$ cat src/rtl/sys_rst_seq.sv
// System-domain reset sequencer: qualifies PLL lock, then releases reset domains
// one after another, and pulls them all back on lock loss or a software request.
module sys_rst_seq #(
  parameter int SYNC_STAGES   = 2,
  parameter int LOCK_DEBOUNCE = 256,
  parameter int NUM_STAGES    = 3,
  parameter int STAGE_GAP     = 16,
  parameter int SW_HOLD       = 32
) (
  input  logic                  clk,
  input  logic                  rst,
  input  logic                  pll_locked,
  input  logic                  sw_rst_req,
  output logic [NUM_STAGES-1:0] rst_stage,
  output logic                  rst_done,
  output logic [7:0]            lock_loss_cnt,
  output logic [2:0]            seq_state
);

  localparam int REL_SPAN  = (NUM_STAGES - 1) * STAGE_GAP;
  localparam int MAX_A     = (LOCK_DEBOUNCE > REL_SPAN + 1) ? LOCK_DEBOUNCE : REL_SPAN + 1;
  localparam int CNT_MAX   = (MAX_A > SW_HOLD) ? MAX_A : SW_HOLD;
  localparam int CNT_W     = $clog2(CNT_MAX + 1);
  // Count value at which RUN is entered; a single stage still spends one cycle in RELEASE.
  localparam int LAST_EDGE = (NUM_STAGES == 1) ? 1 : REL_SPAN;

  typedef enum logic [2:0] {
    WAIT_LOCK = 3'd0,
    DEBOUNCE  = 3'd1,
    RELEASE   = 3'd2,
    RUN       = 3'd3,
    HOLD      = 3'd4
  } state_t;

  state_t                 state;
  logic [SYNC_STAGES-1:0] sync_q;
  logic                   locked_s;
  logic [CNT_W-1:0]       cnt;
  logic [CNT_W-1:0]       cnt_inc;

  assign locked_s  = sync_q[SYNC_STAGES-1];
  assign cnt_inc   = cnt + CNT_W'(1);
  assign seq_state = state;

  always_ff @(posedge clk or posedge rst) begin
    if (rst) begin
      sync_q        <= '0;
      state         <= WAIT_LOCK;
      cnt           <= '0;
      rst_stage     <= '1;
      rst_done      <= 1'b0;
      lock_loss_cnt <= 8'd0;
    end else begin
      sync_q <= {sync_q[SYNC_STAGES-2:0], pll_locked};
      // Lock loss outranks everything, including a pending software request.
      if (state != WAIT_LOCK && !locked_s) begin
        state     <= WAIT_LOCK;
        cnt       <= '0;
        rst_stage <= '1;
        rst_done  <= 1'b0;
        if (state != DEBOUNCE && lock_loss_cnt != 8'hFF)
          lock_loss_cnt <= lock_loss_cnt + 8'd1;
      end else begin
        case (state)
          WAIT_LOCK: begin
            cnt       <= '0;
            rst_stage <= '1;
            rst_done  <= 1'b0;
            if (locked_s)
              state <= DEBOUNCE;
          end
          DEBOUNCE: begin
            if (cnt == CNT_W'(LOCK_DEBOUNCE - 1)) begin
              state        <= RELEASE;
              cnt          <= '0;
              rst_stage[0] <= 1'b0;
            end else begin
              cnt <= cnt_inc;
            end
          end
          RELEASE: begin
            cnt <= cnt_inc;
            for (int k = 1; k < NUM_STAGES; k++)
              if (cnt_inc == CNT_W'(k * STAGE_GAP))
                rst_stage[k] <= 1'b0;
            if (cnt_inc == CNT_W'(LAST_EDGE)) begin
              state    <= RUN;
              rst_done <= 1'b1;
            end
          end
          RUN: begin
            if (sw_rst_req) begin
              state     <= HOLD;
              cnt       <= '0;
              rst_stage <= '1;
              rst_done  <= 1'b0;
            end
          end
          HOLD: begin
            // Lock is already qualified, so the hold goes straight back to staged release.
            if (cnt == CNT_W'(SW_HOLD - 1)) begin
              state        <= RELEASE;
              cnt          <= '0;
              rst_stage[0] <= 1'b0;
            end else begin
              cnt <= cnt_inc;
            end
          end
          default: begin
            state     <= WAIT_LOCK;
            cnt       <= '0;
            rst_stage <= '1;
            rst_done  <= 1'b0;
          end
        endcase
      end
    end
  end

endmodule

$ cat config.mk
export PLATFORM = sky130hd
export DESIGN_NAME = sys_rst_seq
export DESIGN_NICKNAME = d
export VERILOG_FILES = /design/src/rtl/sys_rst_seq.sv
export SDC_FILE = /design/constraint.sdc
export NUM_CORES = 1
export LEC_CHECK = 0
export CORE_ASPECT_RATIO = 1.1
export CORE_MARGIN = 5
export CORE_UTILIZATION = 45
export CTS_CLUSTER_SIZE = 30
export DETAILED_ROUTE_END_ITERATION = 8
export GPL_TIMING_DRIVEN = 0
export PLACE_DENSITY = 0.75
export RECOVER_POWER = 100
export SLEW_MARGIN = 20
export SYNTH_ARGS = -nofsm -noshare
export SYNTH_HDL_FRONTEND = slang
export SYNTH_SLANG_ARGS = --single-unit
export TNS_END_PERCENT = 5
$ cat constraint.sdc
create_clock -name clk -period 2.7 [get_ports clk]
set_input_delay 0.54 -clock clk [delete_from_list [all_inputs] [get_ports clk]]
set_output_delay 0.54 -clock clk [all_outputs]
set_load 0.02 [all_outputs]
==> out/results.ini, run 1 <==
[pwr]
p_comb_share_pct=25.4
intPower_mw=0.695
p_per_area_mw_per_mm2=564
power_mw=1.01
cellLeakagePower_nw=0.770
p_sw_mw=0.314
power_frac_clock_pct=27.1
ir_worst_vdd_mv=0.447
pwr-share-seq_pct=47.5
swShare_pct=31.2

[setup_path]
ff2ff_setup_slack_ns=0.25
cp-start-kind=register
end_kind=register
crit_type=reg2reg
critical-path-max-stage-delay_ns=0.49
crit_arrival_ns=2.70
crit_buf_inv=2
crit_path_cell_trace=ha_2 -> nand4_1 -> or2_2 -> inv_1 -> ha_1 -> nor3b_1 -> o21bai_1 -> a211oi_4 -> buf_6 -> mux2_2
critPathMaxFanout=10
slowest_stage=dfrtp_1
rr_worst_depth=10
required_ns=2.94
r2r_end=cnt[0]
crit_family=simple AND/OR/NAND/NOR gates
r2r-start=cnt[1]

[clock_network]
htree_levels=1
clockRootBuffer=clkbuf_4
cts_tree=yes
cts.sinks=26
cts_made_buffers=3
insertion_delay_ns=0.34
postCtsHoldBufs=0
cts_max_path_buffers=2
clk_pin_slew_worst_paths_ns=0.15

[global_route]
overflow=0
grt_pass1_vias=1191
grt_pass1_wl_um=5390
grt_usage_pct=14.7
antenna_found_initial=0
grt_max_degree=27

[synthesis]
synth-simple-area-share_pct=20.3
synth-compound-area-share_pct=17.5
synth-main-ff-cell=dfrtp_1
yosys_warnings=0
synth_xor_area_share_pct=7.56
synth.area.mux_share_pct=2.16
syn-mean-instance-area_um2=9.71
ys_seq_area_share_pct=43.5
synth_cell_types=41
netlist_instances=155
syn-cell-area_mm2=0.00151
synth_fp_nets=164
async_flop_share_pct=100
synthAdderAreaFrac_pct=4.16
ys_ff_latch=26
synth_top_family_by_area=simple AND/OR/NAND/NOR gates
synth_edf_count=0

[floorplanning]
dieArea_mm2=0.00460
rows=22
die_w_um=65.1
io_pins=19
die_y_um=70.7
initial_core_util_pct=46.0
core_mm2=0.00328

[route]
wl_per_cell_um=14.4
drt_iter0_markers=65
antenna_left=0
drt-total-wl_um=3070
firstDrtPassIters=4
via_per_inst=5.78
drc=0
dr_total_vias=1231

[worst_hold_path]
hp-start=sync_q[0]
min_path_type=reg2reg
min_to=sync_q[1]
hold-path-cell-count=0

[layout]
instances_no_fill=213
diodes=0
multiInputGateArea_um2=781
area_growth_pct=19.0
drive_above_1_share_pct=13.6
seq_area_um2=656
fill_cells=294
nets=187
design_area_mm2=0.00179

[sta]
slew_headroom_pct=36.8
fin_worst_skew_ns=0.00844
worst_slew_pin_slew_ns=0.947
slew_violations=0
setup_viol=0
finalCritPeriodShare_pct=90.9
setup-tns-final_ns=0
period_needed_ns=2.45
setup_slack_ns=0.246
fmax_mhz=407
rsz0062_at_grt=false
hold_violations=0

[placed_design]
placed_cells=209
portBuffers=18
dp_worst_setup_slack_ns=-0.113
placed_cell_area_mm2=0.00173
dp_hpwl_um=2310
place_congestion=0.892

[flow_run]
maxCapViolCount=0

[status]
status=finished clean

==> routing by layer <==
metal	up-vias	share of wire (%)	global-route usage [%]
met1	585	47	19.3
met5	-	0	0
met2	35	47	23.8
met3	7	3.9	1.90
li1	604	-	-
met4	0	2.3	7.37
==> worst reg2reg max path, delay by kind of cell, from the launching register on <==
family	cells	cell delay [ns]
AO/OA/AOI/OAI	2	0.34
adder cells (fa/ha/maj)	2	0.49
buffers and inverters	2	0.22
flip-flops	1	0.49
multiplexers	1	0.25
AND/OR/NAND/NOR	3	0.55
==> what timing repair did <==
item	in CTS	in global routing
setup buffers	1	0
pin swaps	1	1
gates resized for setup	0	3
setup endpoints to repair	10	13
==> placed cells by master, fill, tap and decap left out, types with 2 or more instances in the layout <==
cell           instances
dlygate4sd3_1         17
ha_1                   4
nor3_1                 6
xor2_1                 7
dfrtp_1               22
o21ai_0                5
xnor2_1                6
a21oi_1                5
mux2_2                 2
and3_1                 3
nand2_1               11
or2_2                  2
nand3_1               11
buf_2                  4
nand4_1                2
a41o_1                 2
clkbuf_4               3
inv_1                  6
a22o_1                 3
a31oi_1                9
or3_1                  2
buf_6                  2
dfstp_2                3
nor2_1                14
nand3b_1               3
==> cell type report <==
cell class,instances,share of cell area [%]
buffer,7,2.59
clock buffer,3,1.26
clock inverter,1,1.68
inverter,6,1.26
multi-input combinational,115,43.6
sequential,26,36.6
tap,36,2.52
timing repair buffer,19,10.5
==> registers in the layout, indices dropped and copies added (netlist names) <==
signal	count
cnt	9
lock_loss_cnt	8
rst_stage	3
rst_done	1
seq_state	3
sync_q	2
==> power by group through the flow <==
stage,registers (mW),clock network [mW],logic (mW)
3_5_place_dp,0.488,0,0.273
5_1_grt,0.491,0.290,0.282
6_report,0.479,0.273,0.257
3_3_place_gp,0.484,0,0.267
2_1_floorplan,0.529,0,0.117
4_1_cts,0.481,0.280,0.274
==> how the worst max path moves through the flow <==
stage / startpoint / to / cells past startpoint
6_report: cnt[1] / cnt[0] / 10
5_1_grt: cnt[1] / cnt[5] / 11
4_1_cts: cnt[0] / cnt[0] / 11
3_5_place_dp: cnt[1] / cnt[0] / 11
3_3_place_gp: cnt[0] / cnt[0] / 11
2_1_floorplan: cnt[0] / cnt[0] / 11
==> cells in the mapped netlist (all sizes together) (2+ instances only) <==
cell type,n,area [µm²]
nor2,14,52.6
mux2,2,22.5
dfstp,3,78.8
xnor2,6,52.6
a31oi,9,56.3
a211oi,2,27.5
a41o,2,20.0
o21ai,5,25.0
ha,5,62.6
nand3b,3,22.5
or2,2,12.5
nand3,11,55.1
a21oi,5,25.0
nand4,2,12.5
buf,6,42.5
clkbuf,2,7.51
nor3,6,30.0
nand2,11,41.3
and3,3,18.8
dfrtp,23,576
or3,2,12.5
xor2,7,61.3
a22o,3,26.3
inv,6,22.5
==> through the flow <==
step | util [%] | hold slack [ns]
2_1_floorplan | - | 0.331
3_3_place_gp | 52.8 | 0.336
3_5_place_dp | 52.8 | 0.336
4_1_cts | 54.7 | 0.367
5_1_grt | 54.7 | 0.384
6_report | 54.7 | 0.365
==> cell families after synthesis <==
logic type,count (synthesis)
AOI/OAI and AO/OA,34
xor gates and xnor gates,13
adders and majority gates,5
buffers and inverters,14
DFF,26
muxes,3
and+or+nand+nor,60
No activity file was read; power rests on OpenSTA's default activity.
==> inputs of run 2 (changes only) <==
--- a/config.mk
+++ b/config.mk
@@ -10,8 +10,9 @@
 export CORE_UTILIZATION = 45
 export CTS_CLUSTER_SIZE = 30
 export DETAILED_ROUTE_END_ITERATION = 8
+export DONT_BUFFER_PORTS = 1
 export GPL_TIMING_DRIVEN = 0
-export PLACE_DENSITY = 0.75
+export PLACE_DENSITY = 0.68
 export RECOVER_POWER = 100
 export SLEW_MARGIN = 20
 export SYNTH_ARGS = -nofsm -noshare
==> out/results.ini, run 2 (synthesis gave the netlist of run 1 again) <==
[clock_network]
cts_max_path_buffers=2
cts.sinks=26
postCtsHoldBufs=0
cts_tree=yes
htree_levels=1
cts_made_buffers=3
insertion_delay_ns=0.33
clockRootBuffer=clkbuf_4
clk_pin_slew_worst_paths_ns=0.14

[placed_design]
dp_hpwl_um=2310
dp_worst_setup_slack_ns=-0.101
placed_cells=191
place_congestion=0.877
portBuffers=0
placed_cell_area_mm2=0.00155

[route]
dr_total_vias=1192
antenna_left=0
drt_iter0_markers=76
drc=0
firstDrtPassIters=4
via_per_inst=6.08
drt-total-wl_um=3110
wl_per_cell_um=15.9

[layout]
mostFrequentLayoutCells=dfrtp_1, nor2_1, nand3_1, nand2_1, a31oi_1
diodes=0
area_growth_pct=7.40
largest_reg_flops=9
drive_above_1_share_pct=13.1
final_common_cell=dfrtp_1
utilization_pct=49.4
instances_no_fill=196
design_area_mm2=0.00162
reg.largest.list=cnt x9, lock_loss_cnt x8
nets=170
fill_cells=304
top_register=cnt

[pwr]
cellLeakagePower_nw=0.680
ir_worst_vdd_mv=0.244
p_per_area_mw_per_mm2=587

[sta]
setup_viol=0
slew_violations=0
hold_violations=0
worst_slew_pin_slew_ns=0.900
setup_slack_ns=0.204
finalCritPeriodShare_pct=92.4
fmax_mhz=401
slew_headroom_pct=39.6
fin_worst_skew_ns=0.00573
rsz0062_at_grt=false
period_needed_ns=2.50

[floorplanning]
io_pins=19
initial_core_util_pct=46.0
die_y_um=70.7
core_mm2=0.00328
rows=22
die_w_um=65.1
dieArea_mm2=0.00460

[global_route]
grt_usage_pct=15.0
grt_max_degree=27
overflow=0
grt_pass1_wl_um=5540
antenna_found_initial=0
grt_pass1_vias=1186

[setup_path]
r2r_end=cnt[0]
cp-start-kind=register
critPathMaxFanout=10
crit_type=reg2reg
crit_arrival_ns=2.72
end_kind=register
ff2ff_setup_slack_ns=0.20
r2r-start=cnt[0]
required_ns=2.93
rr_worst_depth=10

[flow_run]
maxCapViolCount=0

[status]
status=finished clean

[worst_hold_path]
min_path_type=in2async

-- run 2: where the power goes --
| group | internal [mW] | switching [mW] | leakage [nW] |
|---|---|---|---|
| Sequential | 0.431 | 0.103 | 0.334 |
| Clock | 0.150 | 0.117 | 0.0279 |
| Combinational | 0.0636 | 0.0844 | 0.318 |
| Total | 0.645 | 0.305 | 0.680 |
-- run 2: routing by layer --
layer / part of all wire (%) / wire length, µm / GRT usage (%) / vias up
li1: - / - / - / 567
met1: 41 / 1290 / 18.7 / 581
met2: 51 / 1600 / 25.9 / 37
met3: 5.5 / 171 / 3.02 / 7
met4: 1.7 / 53 / 5.07 / 0
met5: 0 / 0 / 0 / -
-- run 2: per-stage QoR --
| stage | hold slack [ns] | setup TNS [ns] | power, mW |
|---|---|---|---|
| floorplan | 0.331 | 0 | 0.645 |
| global placement | 0.334 | -0.0227 | 0.676 |
| detailed placement | 0.337 | -0.294 | 0.692 |
| CTS | 0.224 | 0 | 0.957 |
| global route | 0.188 | 0 | 1.01 |
| finish | 0.162 | 0 | 0.950 |
-- run 2: worst max-delay path, cell delays in order, from the launching register on --
cell      delay (ns)
dfrtp_1         0.49
ha_2            0.31
nand4_1         0.15
or2_2           0.34
inv_1           0.06
ha_1            0.18
nor3b_1         0.07
o21bai_1        0.25
a211oi_4        0.13
buf_6           0.16
mux2_2          0.26
-- run 2: worst max path at each step --
| stage | from | to | slack (ns) | cells past startpoint |
|---|---|---|---|---|
| floorplan | cnt[0] | cnt[0] | 0.24 | 11 |
| global placement | cnt[0] | cnt[0] | -0.02 | 11 |
| detailed placement | cnt[0] | cnt[0] | -0.10 | 11 |
| CTS | cnt[0] | cnt[0] | 0.11 | 10 |
| global route | cnt[0] | cnt[5] | 0.07 | 11 |
| finish | cnt[0] | cnt[0] | 0.20 | 10 |
-- run 2: area by class of cell --
class	instances	area, µm²	share of cell area [%]
plain buffers	7	46.3	2.86
clock buffers	3	22.5	1.39
clock inverters	1	30.0	1.86
inverters	6	22.5	1.39
multi-input cells	115	781	48.3
flip-flops and latches	26	654	40.5
well taps	36	45.0	2.79
repair buffers	2	15.0	0.929
-- run 2: repair_timing --
item	CTS	global route
endpoints found under the setup margin	9	2
pin swaps	1	1
resized for setup	0	1
setup buffers	1	1
